==> config.mk <==
export PLATFORM = sky130hd
export DESIGN_NAME = nivel_comida_ctrl
export DESIGN_NICKNAME = d
export VERILOG_FILES = /design/src/rtl/mascota_pkg.sv /design/src/rtl/btn_debounce.sv /design/src/rtl/nivel_comida_ctrl.sv
export SDC_FILE = /design/constraint.sdc
export NUM_CORES = 1
export LEC_CHECK = 0
export CAP_MARGIN = 10
export CORE_ASPECT_RATIO = 1.5
export CORE_MARGIN = 10
export CORE_UTILIZATION = 55
export DETAILED_ROUTE_END_ITERATION = 10
export GPL_ROUTABILITY_DRIVEN = 1
export HOLD_SLACK_MARGIN = 0.15
export PLACE_DENSITY = 0.72
export SYNTH_ARGS = -nofsm -noshare
export SYNTH_HDL_FRONTEND = slang
export SYNTH_SLANG_ARGS = --single-unit
export TNS_END_PERCENT = 10
==> constraint.sdc <==
create_clock -name clk -period 4.9 [get_ports clk]
set_input_delay 0.735 -clock clk [delete_from_list [all_inputs] [get_ports clk]]
set_output_delay 0.735 -clock clk [all_outputs]
set_load 0.05 [all_outputs]
==> src/rtl/mascota_pkg.sv <==
// mascota_pkg: shared encodings and types for the pet food-level and state-machine blocks.
package mascota_pkg;

    typedef logic [1:0] nivel_t;
    typedef logic [1:0] food_state_t;

    localparam food_state_t S_DECAY = 2'b00;
    localparam food_state_t S_FEED  = 2'b01;
    localparam food_state_t S_HOLD  = 2'b10;

    localparam nivel_t LEVEL_FULL  = 2'd3;
    localparam nivel_t LEVEL_EMPTY = 2'd0;

endpackage

==> src/rtl/btn_debounce.sv <==
// btn_debounce: 2-FF synchronizer plus optional stable-count debouncer for a raw pushbutton.
module btn_debounce #(
    parameter int DEBOUNCE_CYCLES = 500_000,
    parameter bit FILTER          = 1'b1
) (
    input  logic clk,
    input  logic reset,
    input  logic raw,
    output logic btn
);

    logic [1:0] sync;

    always_ff @(posedge clk or negedge reset) begin
        if (!reset) sync <= '0;
        else        sync <= {sync[0], raw};
    end

    generate
        if (FILTER) begin : g_db
            localparam int CW = $clog2(DEBOUNCE_CYCLES);
            localparam logic [CW-1:0] LAST = CW'(DEBOUNCE_CYCLES - 1);
            logic [CW-1:0] cnt;
            // any cycle where the input agrees with the output restarts the count
            always_ff @(posedge clk or negedge reset) begin
                if (!reset) begin
                    cnt <= '0;
                    btn <= 1'b0;
                end else if (sync[1] == btn) begin
                    cnt <= '0;
                end else if (cnt == LAST) begin
                    cnt <= '0;
                    btn <= sync[1];
                end else begin
                    cnt <= cnt + 1'b1;
                end
            end
        end else begin : g_raw
            assign btn = sync[1];
        end
    endgenerate

endmodule

==> src/rtl/nivel_comida_ctrl.sv <==
// nivel_comida_ctrl: food level decay/refill generator with conditioned feed button.
// Define DEBOUNCE_EN to filter the button; otherwise it is only synchronized.
module nivel_comida_ctrl
    import mascota_pkg::*;
#(
    parameter int DECAY_TICKS     = 50_000_000,
    parameter int FEED_TICKS      = 25_000_000,
    parameter int DEBOUNCE_CYCLES = 500_000
) (
    input  logic   clk,
    input  logic   reset,
    input  logic   btn_comida_raw,
    input  logic   pause,
    output nivel_t nivel_comida,
    output logic   btn_comida,
    output logic   decay_pulse,
    output logic   level_changed
);

`ifdef DEBOUNCE_EN
    localparam bit DB_FILTER = 1'b1;
`else
    localparam bit DB_FILTER = 1'b0;
`endif

    localparam int DW = $clog2(DECAY_TICKS);
    localparam int FW = $clog2(FEED_TICKS);
    localparam logic [DW-1:0] DECAY_LAST = DW'(DECAY_TICKS - 1);
    localparam logic [FW-1:0] FEED_LAST  = FW'(FEED_TICKS - 1);

    food_state_t   st, nx;
    logic [DW-1:0] decay_cnt;
    logic [FW-1:0] feed_cnt;
    logic          dec, inc;
    nivel_t        nivel_nx;

    btn_debounce #(
        .DEBOUNCE_CYCLES(DEBOUNCE_CYCLES),
        .FILTER         (DB_FILTER)
    ) u_btn (
        .clk  (clk),
        .reset(reset),
        .raw  (btn_comida_raw),
        .btn  (btn_comida)
    );

    // the state being entered this cycle decides what the counters do
    always_comb begin
        nx       = pause ? S_HOLD : (btn_comida ? S_FEED : S_DECAY);
        dec      = nx == S_DECAY && decay_cnt == DECAY_LAST && nivel_comida != LEVEL_EMPTY;
        inc      = nx == S_FEED && feed_cnt == FEED_LAST && nivel_comida != LEVEL_FULL;
        nivel_nx = dec ? nivel_comida - 1'b1 : (inc ? nivel_comida + 1'b1 : nivel_comida);
    end

    always_ff @(posedge clk or negedge reset) begin
        if (!reset) begin
            st            <= S_DECAY;
            decay_cnt     <= '0;
            feed_cnt      <= '0;
            nivel_comida  <= LEVEL_FULL;
            decay_pulse   <= 1'b0;
            level_changed <= 1'b0;
        end else begin
            st            <= nx;
            decay_cnt     <= nx == S_HOLD ? decay_cnt :
                             (nx == S_FEED || decay_cnt == DECAY_LAST) ? '0 : decay_cnt + 1'b1;
            feed_cnt      <= nx == S_FEED ? (feed_cnt == FEED_LAST ? '0 : feed_cnt + 1'b1) :
                             (nx == S_HOLD && st != S_FEED) ? feed_cnt : '0;
            nivel_comida  <= nivel_nx;
            decay_pulse   <= dec;
            level_changed <= nivel_nx != nivel_comida;
        end
    end

endmodule

Yosys cells after proc, flatten, opt, wreduce, memory -nomap -nowiden
Index checks and enable logic that the tools add are counted.
Widths: inputs -> output; s select.
- input port bits: 4
- bits in registers: 59
- word-level logic and storage cells: 35
- add/subtract/negate cells: 4
- eq/ne operators: 8
- muxes and demuxes: 8
- reductions and logical operators: 8
- operators by type and width (cell ; number):
    $mux 25 ; 3
    $add 26x1->26 const B ; 1
    $eq 26x26->1 const B ; 1
    $mux 26 ; 1
    $add 25x1->25 const B ; 1
    $eq 25x25->1 const B ; 1
    $mux 2 ; 3
    $logic_and 1x1->1 ; 5
    $ne 2x2->1 const B ; 2
    $add 2x1->2 const B ; 1
    $eq 2x1->1 const B ; 1
    $eq 2x2->1 const B ; 1
    $logic_not 2->1 ; 1
    $ne 2x1->1 const B ; 1
    $ne 2x2->1 ; 1
    $reduce_bool 2->1 ; 1
    $sub 2x1->2 const B ; 1
    $logic_or 1x1->1 ; 1
    $mux 1 ; 1

Depth between registers and ports, before layout
Gate-level depths: netlist (run 1).
- depth in word-level cells: 8
- gate-level depth with buffers: 8

Hierarchy
From an unflattened synthesis (run 1), not the netlist that was laid out.
- cell total of the unflattened synthesis: 332
- area, all modules: 3118.0 sq um
- by module, submodules not included (module ; cells each ; seq. area each (sq um) ; area each (sq um) ; times used):
    nivel_comida_ctrl ; 330 ; 1428.9 ; 3067.9 ; 1
    btn_debounce ; 2 ; 50.0 ; 50.0 ; 1

Worst setup path before layout (run 1)
OpenSTA, ideal clock, no wires.
- kind: input to register
- start: in pause
- end: reg nivel_comida[1]
- arrival: 2.309 ns
- path slack: 2.506 ns
- buffers on the path: 1
- stages: 6
- required time: 4.815 ns
- path through: buf_6 nand2b_4 or4_4 or4_4 a211oi_2 a31oi_1
- word-level cells in the longest chain between the ends: 6
- elaborated cells between the ends (all ways): 9
- those cells by class: eq/ne: 1; mux: 3; reduce/logical: 5
- ends and longest elaborated chain (item ; RTL line ; source):
    start: declaration ; nivel_comida_ctrl.sv:13 ; input logic pause,
    $mux 2 * ; nivel_comida_ctrl.sv:49 ; nx = pause ? S_HOLD : (btn_comida ? S_FEED : S_DECAY);
    $eq 2x1->1 ; nivel_comida_ctrl.sv:51 ; inc = nx == S_FEED && feed_cnt == FEED_LAST && nivel_comida != LEVEL_FULL;
    $logic_and 1x1->1 (2 in series) ; nivel_comida_ctrl.sv:51 ;
    $mux 2 ; nivel_comida_ctrl.sv:52 ; nivel_nx = dec ? nivel_comida - 1'b1 : (inc ? nivel_comida + 1'b1 : nivel_comida);
    $mux 2 * ; nivel_comida_ctrl.sv:52 ;
    named net nivel_nx[1] ; nivel_comida_ctrl.sv:35 ; nivel_t nivel_nx;
    end signal: assignment ; nivel_comida_ctrl.sv:69 ; nivel_comida <= nivel_nx;
    end: declaration ; nivel_comida_ctrl.sv:14 ; output nivel_t nivel_comida,
Mark *: on every way through the listed nets, which the timed path passes. The rest lies on a longest branch.
A chain may end at the register's enable or synchronous reset.

Final worst setup path (run 1)
Ends and elaborated chain as after synthesis.

==> reports/qor.csv, run 1 <==
metric;value;unit
Die Y-Extent;114.8;µm
Slew Limit Fails;0;
final worst setup slack;1.954;ns
Clock transition at path regs;0.07;ns
top-count cell post-synth;dfrtp_1;
Least-Margin Pin Slew;1.173;ns
Routed WL;7.315;mm
Post-Syn Area;3293;µm²
Achievable Freq;339.5;MHz
post_cts resized;0;
Critical Path Source Type;primary input;
flop2flop setup slack;2.43;ns
# IOs;9;
pwr dens;292.5;nW/µm²
Area contributors post-synth;dfrtp_1, nand3_1, nor2_1, nand2_1, xnor2_1;
end of the worst register-to-register path;decay_cnt[11];
Critical Path Sink Type;register;
Tcrit/Tclk final;0.6012;
Worst Clk Skew;0.009223;ns
r2r worst-path depth;6;
Crit path top cell by count;or4_4;
Post-synth EDFFs;0;
register bit total from synthesis;59;
synth unique cells;51;
hold endpoint;u_btn.sync[1];
P_leak;0.001500;µW
Worst-Skew Late Latency;0.34;ns
Vias/cell;6.196;
Crit Path Max Fanout;20;
number of global-route vias before repair;2662;
drt first pass iters;4;
worst path required time;5.16;ns
CTS H-tree depth;3;
DR iter-0 viols;186;
Hold WC Path Type;reg2reg;
TNS Setup;0;ns
dominant synthesized flop cell;dfrtp_1;
TritonCTS clock tree;done;
antenna viol nets, final;0;
RSZ-0062 raised after global routing;no;
total of warnings raised by yosys;0;
Clk network pwr share;0.450;
clk sink count;59;
CTS Root Cell;clkbuf_8;
Overflow after GRT;0;
sequential power share;0.494;
area share of the largest cell type after synthesis;0.4331;
drt wl/cell;16.70;µm
routed via count;2714;
syn nets;359;
relative slew slack;0.2181;
layout cell share with drive strength beyond 1;0.09290;
die outline width;83.18;µm
Crit Path Category;in2reg;
Max Buffers Root-to-Sink;2;
Setup violations, final;0;
gpl congestion;0.7874;
synth cell count leaders;dfrtp_1, nor2_1, nand2_1, nand3_1, o21ai_0;
diode count;0;
hpwl dp;5.044;mm
crit-path cells;clkdlybuf4s50_1 -> nand2b_4 -> or4_4 -> or4_4 -> a211oi_2 -> a31oi_1;
core area;5828;µm²
Period minus WS final;2.946;ns
Total GRT Usage;0.1596;
outcome;completed;
Setup Fix Bufs, Post-CTS;0;
Int Power;802.7;µW
Initial Util;0.5650;
sequential area share after synthesis;0.4491;
Post-synth ARST share;1.000;
global-route wire length before repair;12.56;mm
initial antenna violation count;0;
CTS Hold Buffers Added;0;
Cells after Synth;351;
largest net degree at the start of global routing;60;
CP max stage delay;0.76;ns
area leader, netlist;dfrtp_1;
Hold Crit Depth;0;
NetSw;251.0;µW
Max VDD drop;187.2;µV
hold_sp;u_btn.sync[0];
Post-Place Worst Slack;1.622;ns
worst path arrival time;3.20;ns
Slowest cell on crit path;clkdlybuf4s50_1;
number of CTS-inserted buffers;9;
Port Buffers;8;
final hold vios;0;
FP Rows;34;
FF-to-FF Start;decay_cnt[0];
Gate power share;0.056;
max_cap viols;0;
area of the die;9547;µm²
# DRC;0;
Net Sw Frac;0.2382;
synth-to-layout area growth;9.384;%
syn_area_per_cell;9.382;µm²
Final #Nets;369;
cell families after synthesis:
| kind of cell | share of synthesized area |
|---|---|
| fa+ha+maj | 0.01520 |
| xor+xnor | 0.05585 |
| simple gates | 0.3134 |
| flops | 0.4491 |
| mux | 0.006079 |
| compound gates | 0.1227 |
| buf+inv | 0.03761 |
power groups by stage:
stage	Combinational, µW	Sequential [µW]	Clock [µW]
3_5_place_dp	60.1	529	0
2_1_floorplan	39.1	526	0
3_3_place_gp	58.3	528	0
5_1_grt	68.9	524	507
4_1_cts	60.3	520	484
6_report	59.1	521	474
worst max-delay path by stage:
stage	from	end	slack (ns)
6_report	pause	nivel_comida[1]	1.95
5_1_grt	pause	feed_cnt[10]	1.74
4_1_cts	pause	nivel_comida[1]	1.97
3_5_place_dp	pause	nivel_comida[1]	1.62
3_3_place_gp	pause	nivel_comida[1]	1.69
2_1_floorplan	pause	nivel_comida[1]	2.51
flip-flops by register name (all words and copies together), names as in the netlist:
name / flops
decay_cnt: 26
feed_cnt: 25
nivel_comida: 2
st: 2
u_btn.sync: 2
decay_pulse: 1
level_changed: 1
worst max-delay path, delay by kind of cell:
| kind | cells | cell delay, ns |
|---|---|---|
| simple gates | 3 | 1.39 |
| buf+inv | 1 | 0.76 |
| compound gates | 2 | 0.32 |
layout make-up:
type                       instances  area, µm²
sequential                        59       1479
multi-input combinational        268       1690
inverter                          14      52.55
tap                               72      90.09
clock inverter                     6      80.08
clock buffer                      10      127.6
timing repair buffer               9      82.58
fill                             512       2226
through the flow:
stage / hold WS (ns) / power (µW) / instance area (µm²) / instances / utilization
CTS: 0.3554 / 1065 / 3602 / 438 / 0.6181
finish: 0.3530 / 1054 / 3602 / 438 / 0.6181
detailed placement: 0.3393 / 589.2 / 3395 / 422 / 0.5824
global placement: 0.3325 / 586.6 / 3395 / 422 / 0.5824
global route: 0.3666 / 1100 / 3602 / 438 / 0.6181
floorplan: 0.3312 / 564.9 / 3293 / 351 / -
layout by cell type, fill, tap and decap left out, types with 2 or more instances in the layout:
cell type,count
dfrtp_1,57
nor2_1,33
nand2_1,31
nand3_1,29
o21ai_0,15
inv_1,14
nand4_1,12
xnor2_1,12
a21oi_1,12
a31oi_1,11
nor3_1,11
nor4_1,9
xor2_1,9
clkbuf_8,9
and2_1,7
or3_1,7
clkdlybuf4s50_1,7
and3_1,6
and4_1,6
or4_1,6
o21ai_1,4
ha_1,4
clkinv_2,4
nand4b_1,3
nor4_4,3
nor4b_1,3
a21o_1,3
a22o_1,3
or4_4,2
or2_2,2
o31ai_1,2
mux2i_1,2
nand2b_1,2
o21bai_1,2
o211ai_1,2
bufinv_16,2
dfstp_2,2
routing by layer:
metal  global-route usage  wire length [µm]  vias up
li1                     -                 -     1305
met1               0.1632              2885     1323
met2               0.2955              3977       73
met3              0.04529               316       13
met4              0.07062               136        0
met5                    0                 0        -
No activity file was read; power rests on OpenSTA's default activity.
==> inputs of run 2 (changes only) <==
clock period = 2.8 ns   (was 4.9 ns; I/O delays follow)
==> run 2 against run 1 <==
  * Sequential share of layout area decreased by 0.84 points
  * Combinational power is 95% higher
  * Largest cell class unchanged
  * Clock skew is 0.0012 ns higher
  * Hold slack lost 0.013 ns
  * Via count increased by 1.2%
==> reports/qor.csv, run 2 (synthesized netlist as in run 1, its figures left out) <==
metric;value;unit
r2r worst-path depth;6;
Total GRT Usage;0.1620;
global-route wire length before repair;12.79;mm
# IOs;9;
CTS H-tree depth;3;
layout cell share with drive strength beyond 1;0.1072;
Setup violations, final;0;
FP Rows;34;
number of global-route vias before repair;2733;
Critical Path Source Type;register;
pwr dens;520.0;nW/µm²
Final #Nets;376;
Crit Path Max Fanout;18;
die outline width;83.18;µm
Setup Fix Bufs, Post-CTS;0;
Largest Register;decay_cnt;
Overflow after GRT;0;
core area;5828;µm²
Least-Margin Pin Slew;1.164;ns
post_cts resized;0;
# DRC;0;
most common cell after layout, fill and taps aside;dfrtp_1;
Clock transition at path regs;0.07;ns
final hold vios;0;
largest net degree at the start of global routing;28;
Worst Clk Skew;0.01047;ns
RSZ-0062 raised after global routing;no;
max reg flops;26;
max_cap viols;0;
Worst-Skew Late Latency;0.34;ns
Port Buffers;8;
Tcrit/Tclk final;0.8583;
P_leak;0.001536;µW
TritonCTS clock tree;done;
synth-to-layout area growth;11.66;%
hpwl dp;5.308;mm
drt first pass iters;4;
Achievable Freq;416.1;MHz
CTS Hold Buffers Added;1;
antenna viol nets, final;0;
clk sink count;59;
area of the die;9547;µm²
Max Buffers Root-to-Sink;2;
Period minus WS final;2.403;ns
worst path required time;3.00;ns
Die Y-Extent;114.8;µm
relative slew slack;0.2238;
outcome;completed;
Fillers;475;
CTS Root Cell;clkbuf_8;
Vias/cell;6.171;
commonest cells after routing, fill and taps aside;dfrtp_1, nor2_1, nand2_1, nand3_1, o21ai_0;
drt wl/cell;16.87;µm
Initial Util;0.5650;
gpl congestion;0.8401;
DR iter-0 viols;196;
Hold Crit Depth;0;
Register Area;1479;µm²
initial antenna violation count;0;
diode count;0;
Routed WL;7.506;mm
Critical Path Sink Type;register;
number of CTS-inserted buffers;9;
Hold WC Path Type;reg2reg;
worst path arrival time;2.60;ns
TNS Setup;0;ns
routed via count;2746;
Regs by FF count;decay_cnt: 26 flops, feed_cnt: 25 flops;
post-layout util;0.6310;
Slew Limit Fails;0;
area of the multi-input gates;1690;µm²
Crit Path Category;reg2reg;
Max VDD drop;291.4;µV
[run 2: power breakdown]
group	internal, µW	switching [µW]
Combinational	40.2	74.5
Sequential	876	32.0
Clock	549	341
Total	1470	447
[run 2: final timing paths]
check	from	endpoint	slack, ns
hold / removal	u_btn.sync[0]	u_btn.sync[1]	0.34
max in group asynchronous	reset	nivel_comida[1]	1.55
hold reg to reg	u_btn.sync[0]	u_btn.sync[1]	0.34
setup reg to reg	decay_cnt[0]	decay_cnt[11]	0.40
min in group asynchronous	reset	level_changed	0.54
setup / recovery	decay_cnt[0]	decay_cnt[11]	0.40
[run 2: per-stage QoR]
stage / cells / instance area (µm²) / setup slack (ns) / hold slack (ns) / total power (µW)
after global routing: 445 / 3677 / 0.2293 / 0.3558 / 1982
after global placement: 428 / 3440 / 0.3759 / 0.3318 / 1034
after floorplan: 351 / 3293 / 0.5756 / 0.1244 / 988.5
final: 445 / 3677 / 0.3968 / 0.3400 / 1912
after CTS: 445 / 3677 / 0.3766 / 0.3453 / 1929
after detailed placement: 428 / 3440 / 0.3527 / 0.3363 / 1039
[run 2: final cells by class]
class	count	area share
Multi-Input combinational cell	268	0.4597
Sequential cell	59	0.4022
Clock buffer	12	0.04219
Timing Repair Buffer	16	0.03743
Tap cell	72	0.02450
Clock inverter	4	0.01973
Inverter	14	0.01429
[run 2: critical path, stage by stage (launching register included)]
cell	delay, ns
dfrtp_1	0.41
ha_1	0.24
nand3_1	0.12
or2_2	0.34
or4_1	0.56
a21oi_4	0.49
nor2_1	0.11
[run 2: layer usage]
metal | GRT usage | share of wire | wire length [µm] | up-vias
met3 | 0.04034 | 0.034 | 255 | 19
met2 | 0.3001 | 0.54 | 4037 | 51
met4 | 0.08314 | 0.032 | 238 | 0
li1 | - | - | - | 1333
met1 | 0.1645 | 0.40 | 2975 | 1343
met5 | 0 | 0 | 0 | -
